### src/rtl/mini_cpu_pkg.sv
// Shared definitions for the mini CPU: instruction-memory controller states,
// the default NOP encoding and the opcode field layout used by the decoder.
package mini_cpu_pkg;

    typedef enum logic [1:0] {
        ST_FILL = 2'd0,
        ST_IDLE = 2'd1,
        ST_LOAD = 2'd2
    } imem_state_e;

    localparam logic [7:0] NOP_INSN = 8'h00;

    // Opcode occupies the upper nibble of an 8-bit instruction
    localparam int         OPC_MSB = 7;
    localparam int         OPC_LSB = 4;
    localparam logic [3:0] OPC_NOP = 4'h0;
    localparam logic [3:0] OPC_LDI = 4'h1;
    localparam logic [3:0] OPC_ADD = 4'h2;
    localparam logic [3:0] OPC_SUB = 4'h3;
    localparam logic [3:0] OPC_JMP = 4'hE;
    localparam logic [3:0] OPC_HLT = 4'hF;

endpackage

### src/rtl/imem_ram.sv
// DEPTH x DATA_W instruction array: one synchronous write port and one
// registered read port with read enable. The read register clears on reset.
module imem_ram #(
    parameter int DATA_W = 8,
    parameter int ADDR_W = 4
) (
    input  logic              clk,
    input  logic              rst,
    input  logic              we_i,
    input  logic [ADDR_W-1:0] waddr_i,
    input  logic [DATA_W-1:0] wdata_i,
    input  logic              re_i,
    input  logic [ADDR_W-1:0] raddr_i,
    output logic [DATA_W-1:0] rdata_o
);

    localparam int DEPTH = 2 ** ADDR_W;

    logic [DATA_W-1:0] mem_q [DEPTH];
    logic [DATA_W-1:0] rdata_q;

    always_ff @(posedge clk) begin
        if (we_i) begin
            mem_q[waddr_i] <= wdata_i;
        end
    end

    always_ff @(posedge clk) begin
        if (rst) begin
            rdata_q <= '0;
        end else if (re_i) begin
            rdata_q <= mem_q[raddr_i];
        end
    end

    assign rdata_o = rdata_q;

endmodule

### src/rtl/imem_loader.sv
// Loadable instruction memory: registered fetch port, streaming load port and
// a fill engine that writes NOP everywhere after reset and past a short load.
module imem_loader
    import mini_cpu_pkg::*;
#(
    parameter int                DATA_W = 8,
    parameter int                ADDR_W = 4,
    parameter logic [DATA_W-1:0] NOP    = DATA_W'(NOP_INSN)
) (
    input  logic              clk,
    input  logic              rst,
    input  logic              fetch_req,
    input  logic [ADDR_W-1:0] fetch_addr,
    output logic              fetch_valid,
    output logic [DATA_W-1:0] fetch_data,
    input  logic              load_start,
    input  logic              load_valid,
    input  logic [DATA_W-1:0] load_data,
    input  logic              load_last,
    output logic              load_ready,
    output logic              load_done,
    output logic [ADDR_W:0]   load_count,
    output logic              busy
);

    localparam int              DEPTH     = 2 ** ADDR_W;
    localparam logic [ADDR_W-1:0] LAST_PTR  = {ADDR_W{1'b1}};
    localparam logic [ADDR_W:0]   FULL_CNT  = (ADDR_W+1)'(DEPTH);

    imem_state_e       state_q, state_d;
    logic [ADDR_W-1:0] ptr_q, ptr_d;
    logic              from_load_q, from_load_d;
    logic [ADDR_W:0]   load_count_q, load_count_d;
    logic              load_done_q, load_done_d;
    logic              fetch_valid_q, fetch_valid_d;

    logic              ram_we, ram_re;
    logic [DATA_W-1:0] ram_wdata;

    always_ff @(posedge clk) begin
        if (rst) begin
            state_q       <= ST_FILL;
            ptr_q         <= '0;
            from_load_q   <= 1'b0;
            load_count_q  <= '0;
            load_done_q   <= 1'b0;
            fetch_valid_q <= 1'b0;
        end else begin
            state_q       <= state_d;
            ptr_q         <= ptr_d;
            from_load_q   <= from_load_d;
            load_count_q  <= load_count_d;
            load_done_q   <= load_done_d;
            fetch_valid_q <= fetch_valid_d;
        end
    end

    always_comb begin
        state_d       = state_q;
        ptr_d         = ptr_q;
        from_load_d   = from_load_q;
        load_count_d  = load_count_q;
        load_done_d   = 1'b0;
        fetch_valid_d = 1'b0;
        ram_we        = 1'b0;
        ram_re        = 1'b0;
        ram_wdata     = NOP;

        unique case (state_q)
            ST_FILL: begin
                ram_we = 1'b1;
                ptr_d  = ptr_q + ADDR_W'(1);
                if (ptr_q == LAST_PTR) begin
                    state_d     = ST_IDLE;
                    load_done_d = from_load_q;
                    from_load_d = 1'b0;
                end
            end
            ST_IDLE: begin
                // A same-cycle load_start still reads the old contents here
                if (fetch_req) begin
                    ram_re        = 1'b1;
                    fetch_valid_d = 1'b1;
                end
                if (load_start) begin
                    state_d = ST_LOAD;
                    ptr_d   = '0;
                end
            end
            ST_LOAD: begin
                if (load_valid) begin
                    ram_we    = 1'b1;
                    ram_wdata = load_data;
                    ptr_d     = ptr_q + ADDR_W'(1);
                    if (ptr_q == LAST_PTR) begin
                        load_count_d = FULL_CNT;
                        load_done_d  = 1'b1;
                        state_d      = ST_IDLE;
                    end else if (load_last) begin
                        load_count_d = {1'b0, ptr_q} + (ADDR_W+1)'(1);
                        from_load_d  = 1'b1;
                        state_d      = ST_FILL;
                    end
                end
            end
            default: begin
                state_d = ST_FILL;
                ptr_d   = '0;
            end
        endcase
    end

    imem_ram #(
        .DATA_W (DATA_W),
        .ADDR_W (ADDR_W)
    ) u_ram (
        .clk     (clk),
        .rst     (rst),
        .we_i    (ram_we & ~rst),
        .waddr_i (ptr_q),
        .wdata_i (ram_wdata),
        .re_i    (ram_re),
        .raddr_i (fetch_addr),
        .rdata_o (fetch_data)
    );

    assign fetch_valid = fetch_valid_q;
    assign load_done   = load_done_q;
    assign load_count  = load_count_q;
    assign load_ready  = (state_q == ST_LOAD);
    assign busy        = (state_q != ST_IDLE);

endmodule

### config.mk
export PLATFORM = sky130hd
export DESIGN_NAME = imem_loader
export DESIGN_NICKNAME = d
export VERILOG_FILES = /design/src/rtl/mini_cpu_pkg.sv /design/src/rtl/imem_ram.sv /design/src/rtl/imem_loader.sv
export SDC_FILE = /design/constraint.sdc
export NUM_CORES = 1
export LEC_CHECK = 0
export ABC_AREA = 0
export CAP_MARGIN = 20
export CORE_ASPECT_RATIO = 0.6
export CORE_MARGIN = 3
export CORE_UTILIZATION = 40
export CTS_CLUSTER_DIAMETER = 80
export DETAILED_ROUTE_END_ITERATION = 7
export GPL_TIMING_DRIVEN = 0
export PLACE_DENSITY = 0.62
export SLEW_MARGIN = 20
export SYNTH_ARGS = -nofsm -noshare
export SYNTH_HDL_FRONTEND = slang
export SYNTH_SLANG_ARGS = --single-unit
### constraint.sdc
create_clock -name clk -period 1.65 [get_ports clk]
set_clock_uncertainty 0.05 [all_clocks]
set_input_delay 0.33 -clock clk [delete_from_list [all_inputs] [get_ports clk]]
set_output_delay 0.33 -clock clk [all_outputs]
set_load 0.1 [all_outputs]
==> out/metrics.csv, run 1 <==
stage;metric;value;unit
clock_tree;clk_latency;410;ps
sta;worst_pin_slew;904.8;ps
synthesis;synthArstFlopShare;0;%
sta;period_minus_slack;1635;ps
cells_and_area;final_cells;617;
synthesis;postSynthCellCount;347;
routing;vias;3328;
critical_path;r2r_start;state_q[1];
routing;ant_nets;0;
synthesis;synth_edf_count;128;
global_routing;track_usage;16.76;%
synthesis;synth.avg_cell_area;17.69;sq um
cells_and_area;final_util;50.35;%
clock_tree;clk_pin_slew;60;ps
global_routing;antenna_found_initial;0;
power;p_total;8.115;mW
synthesis;synth-seq-area-share;69.79;%
power;worst_ir_drop_vdd;0.6553;mV
sta;hold_violations;0;
sta;fmax;611.7;MHz
placed_design;place_area;6729;sq um
critical_path;arrival;1250;ps
cells_and_area;drive_gt1_share;30.31;%
cells_and_area;ff_latch_area;4289;sq um
global_routing;grt_pass1_wl;20620;microns
synthesis;syn-num-nets;370;
sta;period_share;99.08;%
synthesis;yosysMostFrequentCell;edfxtp_1;
die;dieHeight;102.0;microns
clock_tree;root_buffer;clkbuf_16;
routing;drt_iter0_drc;331;
placed_design;dp_hpwl;9041;microns
status;outcome;complete, no violations;
critical_path;cp.required;1270;ps
die;start_util;41.58;%
power;power.leakage;2.793;nW
sta;slew_headroom;39.68;%
synthesis;synthTopCellsByArea;edfxtp_1, dfxtp_1, mux4_1, mux2i_1, mux4_2;
clock_tree;cts_tree;built;
synthesis;yosysWarnings;0;
die;die_w;165.9;microns
global_routing;grt_overflow;0;
clock_tree;cts_buffers;17;
routing;drc;0;
critical_path;worstSetupPathType;flop to output port;
min_path;min-delay-path-class;primary input to flop;
die;core-area;14760;sq um
critical_path;end_kind;output port;
synthesis;post_synth_num_cell_types;44;
synthesis;ys_seq_elements;150;
die;row_count;34;
die;ios;35;
sta;rsz0062_at_grt;yes;
global_routing;grt_max_degree;17;
synthesis;synthesis.area;6138;sq um
clock_tree;cts_num_sinks;150;
routing;avgRoutedWirePerCell;21.96;microns
min_path;hp-start;load_valid;
critical_path;critPathMaxFanout;7;
cells_and_area;area_delta_synth_final;21.08;%
clock_tree;clockBufferDepth;2;
clock_tree;ctsHoldBuffers;0;
clock_tree;htreeDepth;4;
critical_path;crit_start;state_q[1];
synthesis;netlist.area_leader.share;62.62;%
synthesis;yosys.area.top_type;edfxtp_1;
cells_and_area;final_area;7432;sq um
routing;dr.pass1.iters;4;
sta;hold_slack;320.5;ps
sta;slew_viol_final;0;
die;dieArea;16920;sq um
routing;drt_wl_total;13550;microns
routing;viasPerCell;5.394;
placed_design;port_buffers;32;
critical_path;cp-start-kind;flop;
sta;setup_viol;0;
cells_and_area;multi_input_comb_area;1823;sq um
cells_and_area;diodes;0;
cells_and_area;final_nets;429;
global_routing;grt_pass1_vias;3231;
synthesis;synthFlopType;edfxtp_1;
placed_design;gp_congestion;0.8220;
synthesis;synthTopCellsByCount;edfxtp_1, mux2i_1, and2_1;
placed_design;dp.cells;577;
cells_and_area;fillCellCount;1229;
run;cap_violations;0;
power;p_per_area;1092;nW/um^2
[per-layer routing]
metal	up-vias	wire (microns)	global-route usage (%)
li1	1514	-	-
met1	1697	6743	27.56
met2	113	5424	21.45
met3	4	1326	3.981
met4	0	53	5.112
met5	-	0	0
[final timing paths]
| kind | to | slack (ps) | cells after the start |
|---|---|---|---|
| max | load_ready | 20 | 3 |
| min reg2reg | u_ram.rdata_o[0] | 430 | 2 |
| min | load_done | 320 | 3 |
| max reg2reg | u_ram.mem_q[8][2] | 40 | 6 |
[kinds of logic (layout without fill, tap and decap cells)]
| group | after synthesis | count (layout) | synth area share, % |
|---|---|---|---|
| AO/OA/AOI/OAI | 48 | 48 | 5.463 |
| multiplexers | 51 | 51 | 14.47 |
| adder cells (fa/ha/maj) | 5 | 5 | 1.019 |
| AND/OR/NAND/NOR | 70 | 70 | 6.543 |
| XOR/XNOR | 1 | 1 | 0.1427 |
| buffers and inverters | 22 | 94 | 2.568 |
| flip-flops | 150 | 150 | 69.79 |
[layout make-up]
cell class	instances	area share, %
inverter	6	0.3030
multi-input combinational	175	24.53
tap	198	3.333
sequential	150	57.71
timing repair buffer	40	4.613
clock buffer	18	5.774
clock inverter	14	1.380
buffer	16	2.357
[repair_timing]
item	in CTS	in global routing
setup buffers	2	5
pin swaps	3	4
resized for setup	159	23
gates cloned	1	0
endpoints found under the setup margin	286	256
hold endpoints to repair	0	0
[stage by stage]
stage                     worst slack [ps]  TNS [ps]
after CTS                           -49.33     -1978
after global routing                -31.89    -69.45
final                                15.24         0
after floorplan                     -6.388    -6.388
after detailed placement            -898.8   -193090
after global placement              -821.8   -185100
[flip-flops by register name, indices dropped and copies added, names as in the netlist]
signal / cells
state_q: 2
from_load_q: 1
load_done: 1
fetch_valid: 1
load_count: 5
u_ram.mem_q: 128
u_ram.rdata_o: 8
ptr_q: 4
[critical path, cell delays in order (launching register included)]
cell and delay (ps):
dfxtp_2 330, buf_6 130, nor2b_4 200, buf_12 190
[power by group]
part	switching (mW)	leakage, nW	total, mW	internal, mW
sequential	0.0324	1.50	4.17	4.13
clock	1.53	0.257	3.47	1.93
combinational	0.261	1.04	0.482	0.220
[cells in the final DEF (no fill, tap or decap), types with 3 or more instances in the layout]
master,instances
nand2b_1,9
nor2_1,9
buf_2,15
buf_8,3
a21oi_1,5
mux2i_1,25
clkbuf_16,17
clkdlybuf4s50_1,12
a22oi_1,10
inv_1,5
dfxtp_2,4
clkinv_4,4
buf_6,5
ha_1,4
inv_6,4
nand2_1,3
o21ai_0,13
clkbuf_2,3
dfxtp_1,18
a32oi_1,7
mux4_1,11
edfxtp_1,128
buf_12,5
and2_4,21
nand3_1,3
and2_1,3
and3_2,3
mux4_2,14
buf_4,6
Power figures use the tool's default switching activity.
==> run 2: changes to the inputs <==
PLACE_DENSITY = 0.6   (was 0.62)
SYNTH_HIERARCHICAL = 1   (was default)
clock period = 2 ns   (was 1.65 ns; I/O delays follow)
==> run 2 against run 1 <==
Compared with the run above:
- sequential power fell by 18%
- sequential share of layout area fell by 1.1 points
- register-to-register slack improved by 40 ps
- critical path depth rose by 4
- total power fell by 11%
- worst setup slack improved by 47 ps
- combinational power fell by 38%
- die area fell by 0.85%
- sequential cell count did not move
- clock power barely moved
- via count rose by 9.1%
- largest power group is now clock
==> out/metrics.csv, run 2 <==
stage;metric;value;unit;change
status;outcome;complete, no violations;;
sta;setup_viol;0;;unchanged
cells_and_area;area_delta_synth_final;24.45;%;
die;ios;35;;unchanged
cells_and_area;drive_gt1_share;21.11;%;-9.2 points
cells_and_area;multi_input_comb_area;1768;sq um;-3.0%
clock_tree;root_buffer;clkbuf_16;;
die;core-area;14680;sq um;-0.58%
clock_tree;ctsHoldBuffers;0;;unchanged
critical_path;arrival;2240;ps;+990 ps
die;dieArea;16770;sq um;-0.85%
sta;rsz0062_at_grt;no;;
routing;met2RoutedLength;5815;microns;+7.2%
clock_tree;clockBufferDepth;2;;unchanged
cells_and_area;top_register;u_ram/mem_q;;
clock_tree;cts_num_sinks;150;;unchanged
sta;slew_viol_final;0;;unchanged
placed_design;dp_hpwl;9762;microns;+8.0%
cells_and_area;final_nets;476;;+11%
synthesis;synthTopCellsByArea;edfxtp_1, mux2i_1, dfxtp_1, a22oi_1, nand3_1;;
sta;timing.setup.tns;0;ps;unchanged
die;die_w;165.2;microns;-0.43%
sta;fmax;516.1;MHz;
min_path;hp-start;u_ram/rdata_o[7];;
routing;met3_length;1135;microns;-14%
sta;period_share;96.89;%;
sta;hold_slack;405.8;ps;+85.32 ps
clock_tree;htreeDepth;4;;unchanged
cells_and_area;largest_reg_flops;128;;unchanged
routing;met1_length;7119;microns;+5.6%
min_path;min-delay-path-class;flop to flop;;
die;row_count;34;;unchanged
power;power.leakage;2.441;nW;-13%
critical_path;crit_end;u_ram/rdata_o[0];;
placed_design;gp_congestion;0.8125;;-1.2%
synthesis;yosysWarnings;6;;+6
routing;drt_wl_total;14200;microns;+4.8%
critical_path;reg2reg_to;u_ram/mem_q[8][4];;
clock_tree;cts_buffers;17;;unchanged
critical_path;critPathMaxFanout;10;;+3
die;start_util;41.45;%;-0.13 points
cells_and_area;final_cells;667;;+8.1%
cells_and_area;final_util;51.59;%;+1.2 points
critical_path;rrSetupSlack;80;ps;+40 ps
global_routing;grt_max_degree;17;;unchanged
synthesis;synthesis.area;6083;sq um;-0.90%
routing;drt_iter0_drc;402;;+21%
synthesis;post_synth_num_cell_types;44;;unchanged
critical_path;cp-start-kind;primary input;;
global_routing;track_usage;18.03;%;+1.3 points
routing;avgRoutedWirePerCell;21.29;microns;-3.0%
clock_tree;clk_latency;410;ps;about the same
routing;dr.pass1.iters;5;;+1
synthesis;yosys.area.top_type;edfxtp_1;;
power;worst_ir_drop_vdd;0.6117;mV;-6.7%
critical_path;worstSetupPathType;primary input to flop;;
power;p_per_area;951.0;nW/um^2;-13%
synthesis;synth.avg_cell_area;15.25;sq um;-14%
synthesis;syn-num-nets;418;;+13%
cells_and_area;layout.cells.most_common_list;edfxtp_1, mux2i_1, nand3_1;;
routing;viasPerCell;5.445;;+0.95%
sta;slew_headroom;50.17;%;+10 points
critical_path;cp.required;2300;ps;+1030 ps
routing;ant_nets;0;;unchanged
synthesis;netlist.area_leader.share;63.18;%;+0.57 points
synthesis;postSynthCellCount;399;;+15%
synthesis;synthArstFlopShare;0;%;unchanged
placed_design;port_buffers;33;;+3.1%
cells_and_area;mostFrequentLayoutCell;edfxtp_1;;
cells_and_area;fillCellCount;1252;;+1.9%
synthesis;ys_seq_elements;150;;unchanged
synthesis;yosysMostFrequentCell;edfxtp_1;;
synthesis;synthFlopType;edfxtp_1;;
routing;drc;0;;unchanged
synthesis;synth_edf_count;128;;unchanged
routing;routed.top_layer;met4;;
global_routing;antenna_found_initial;0;;unchanged
sta;worst_pin_slew;747.4;ps;-157.5 ps
critical_path;crit_start;fetch_addr[3];;
run;cap_violations;0;;unchanged
placed_design;dp.cells;630;;+9.2%
synthesis;synthTopCellsByCount;edfxtp_1, mux2i_1, nand3_1;;
cells_and_area;ff_latch_area;4287;sq um;about the same
critical_path;r2r_start;state_q[1];;
global_routing;grt_pass1_wl;21470;microns;+4.1%
die;dieHeight;101.5;microns;-0.42%
sta;period_minus_slack;1938;ps;
cells_and_area;diodes;0;;unchanged
clock_tree;clk_pin_slew;60;ps;about the same
synthesis;synth-seq-area-share;70.42;%;+0.63 points
clock_tree;cts_tree;built;;
critical_path;end_kind;flop;;
global_routing;grt_pass1_vias;3622;;+12%
sta;hold_violations;0;;unchanged
critical_path;r2r_cells;6;;unchanged
routing;vias;3632;;+9.1%
global_routing;grt_overflow;0;;unchanged
[run 2: cell count changes in the layout (fill, tap and decap cells not counted), sizes merged, moves of 7 or more]
cell           previous run  this run
mux2i                    25        65
buf                      34        24
nand3                     3        29
mux4                     25         0
nand2b                   10         3
o21ai                    14         3
a22oi                    11        24
a32oi                     7         0
nand2                     4        20
a21oi                     5        13
and2                     24        10
clkdlybuf4s15             2        15
[run 2: worst min-delay path by stage]
stage,to,cells past startpoint
final,u_ram/rdata_o[7],2
after global routing,u_ram/rdata_o[1],2
after CTS,u_ram/rdata_o[5],2
after detailed placement,u_ram/rdata_o[5],2
after global placement,u_ram/rdata_o[7],2
after floorplan,from_load_q,2
[run 2: timing repair]
action	in CTS	in global routing
setup buffers	5	1
resized for setup	92	7
pin swaps	4	1
setup endpoints to repair	166	95
[run 2: per-layer routing]
| metal | global-route usage [%] | up-vias |
|---|---|---|
| met2 | 24.41 | 125 |
| met4 | 5.026 | 0 |
| met3 | 5.435 | 16 |
| met1 | 27.87 | 1826 |
| met5 | 0 | - |
| li1 | - | 1665 |
[run 2: layout make-up]
type                       count  area share [%]
sequential                   150           56.62
multi-input combinational    226           23.35
clock buffer                  20           5.900
timing repair buffer          39           5.652
tap                          198           3.272
clock inverter                11           2.628
buffer                        18           2.314
inverter                       5          0.2644
[run 2: kinds of logic after synthesis]
logic type / synth area share (%)
buf+inv: 3.208
xor+xnor: 0.2880
flops: 70.42
fa+ha+maj: 0.2056
simple gates: 8.782
compound gates: 6.212
mux: 10.88
[run 2: power breakdown]
group	switching [mW]	internal, mW
clock	1.22	2.25
sequential	0.0330	3.40
combinational	0.171	0.128
[run 2: per-stage QoR]
stage	cell area, sq um	setup WS (ps)	power [mW]
final	7571	62.22	7.200
after global routing	7571	3.457	7.416
after CTS	7537	14.98	7.254
after detailed placement	6674	-1223	3.752
after global placement	6669	-1158	3.746
after floorplan	6091	-87.25	3.648
[run 2: critical path, cell delays in order]
cell and delay [ps]:
clkdlybuf4s50_1 460, and2_1 170, buf_2 160, buf_2 210
a22oi_1 520, nand3_1 190, nand3_1 120
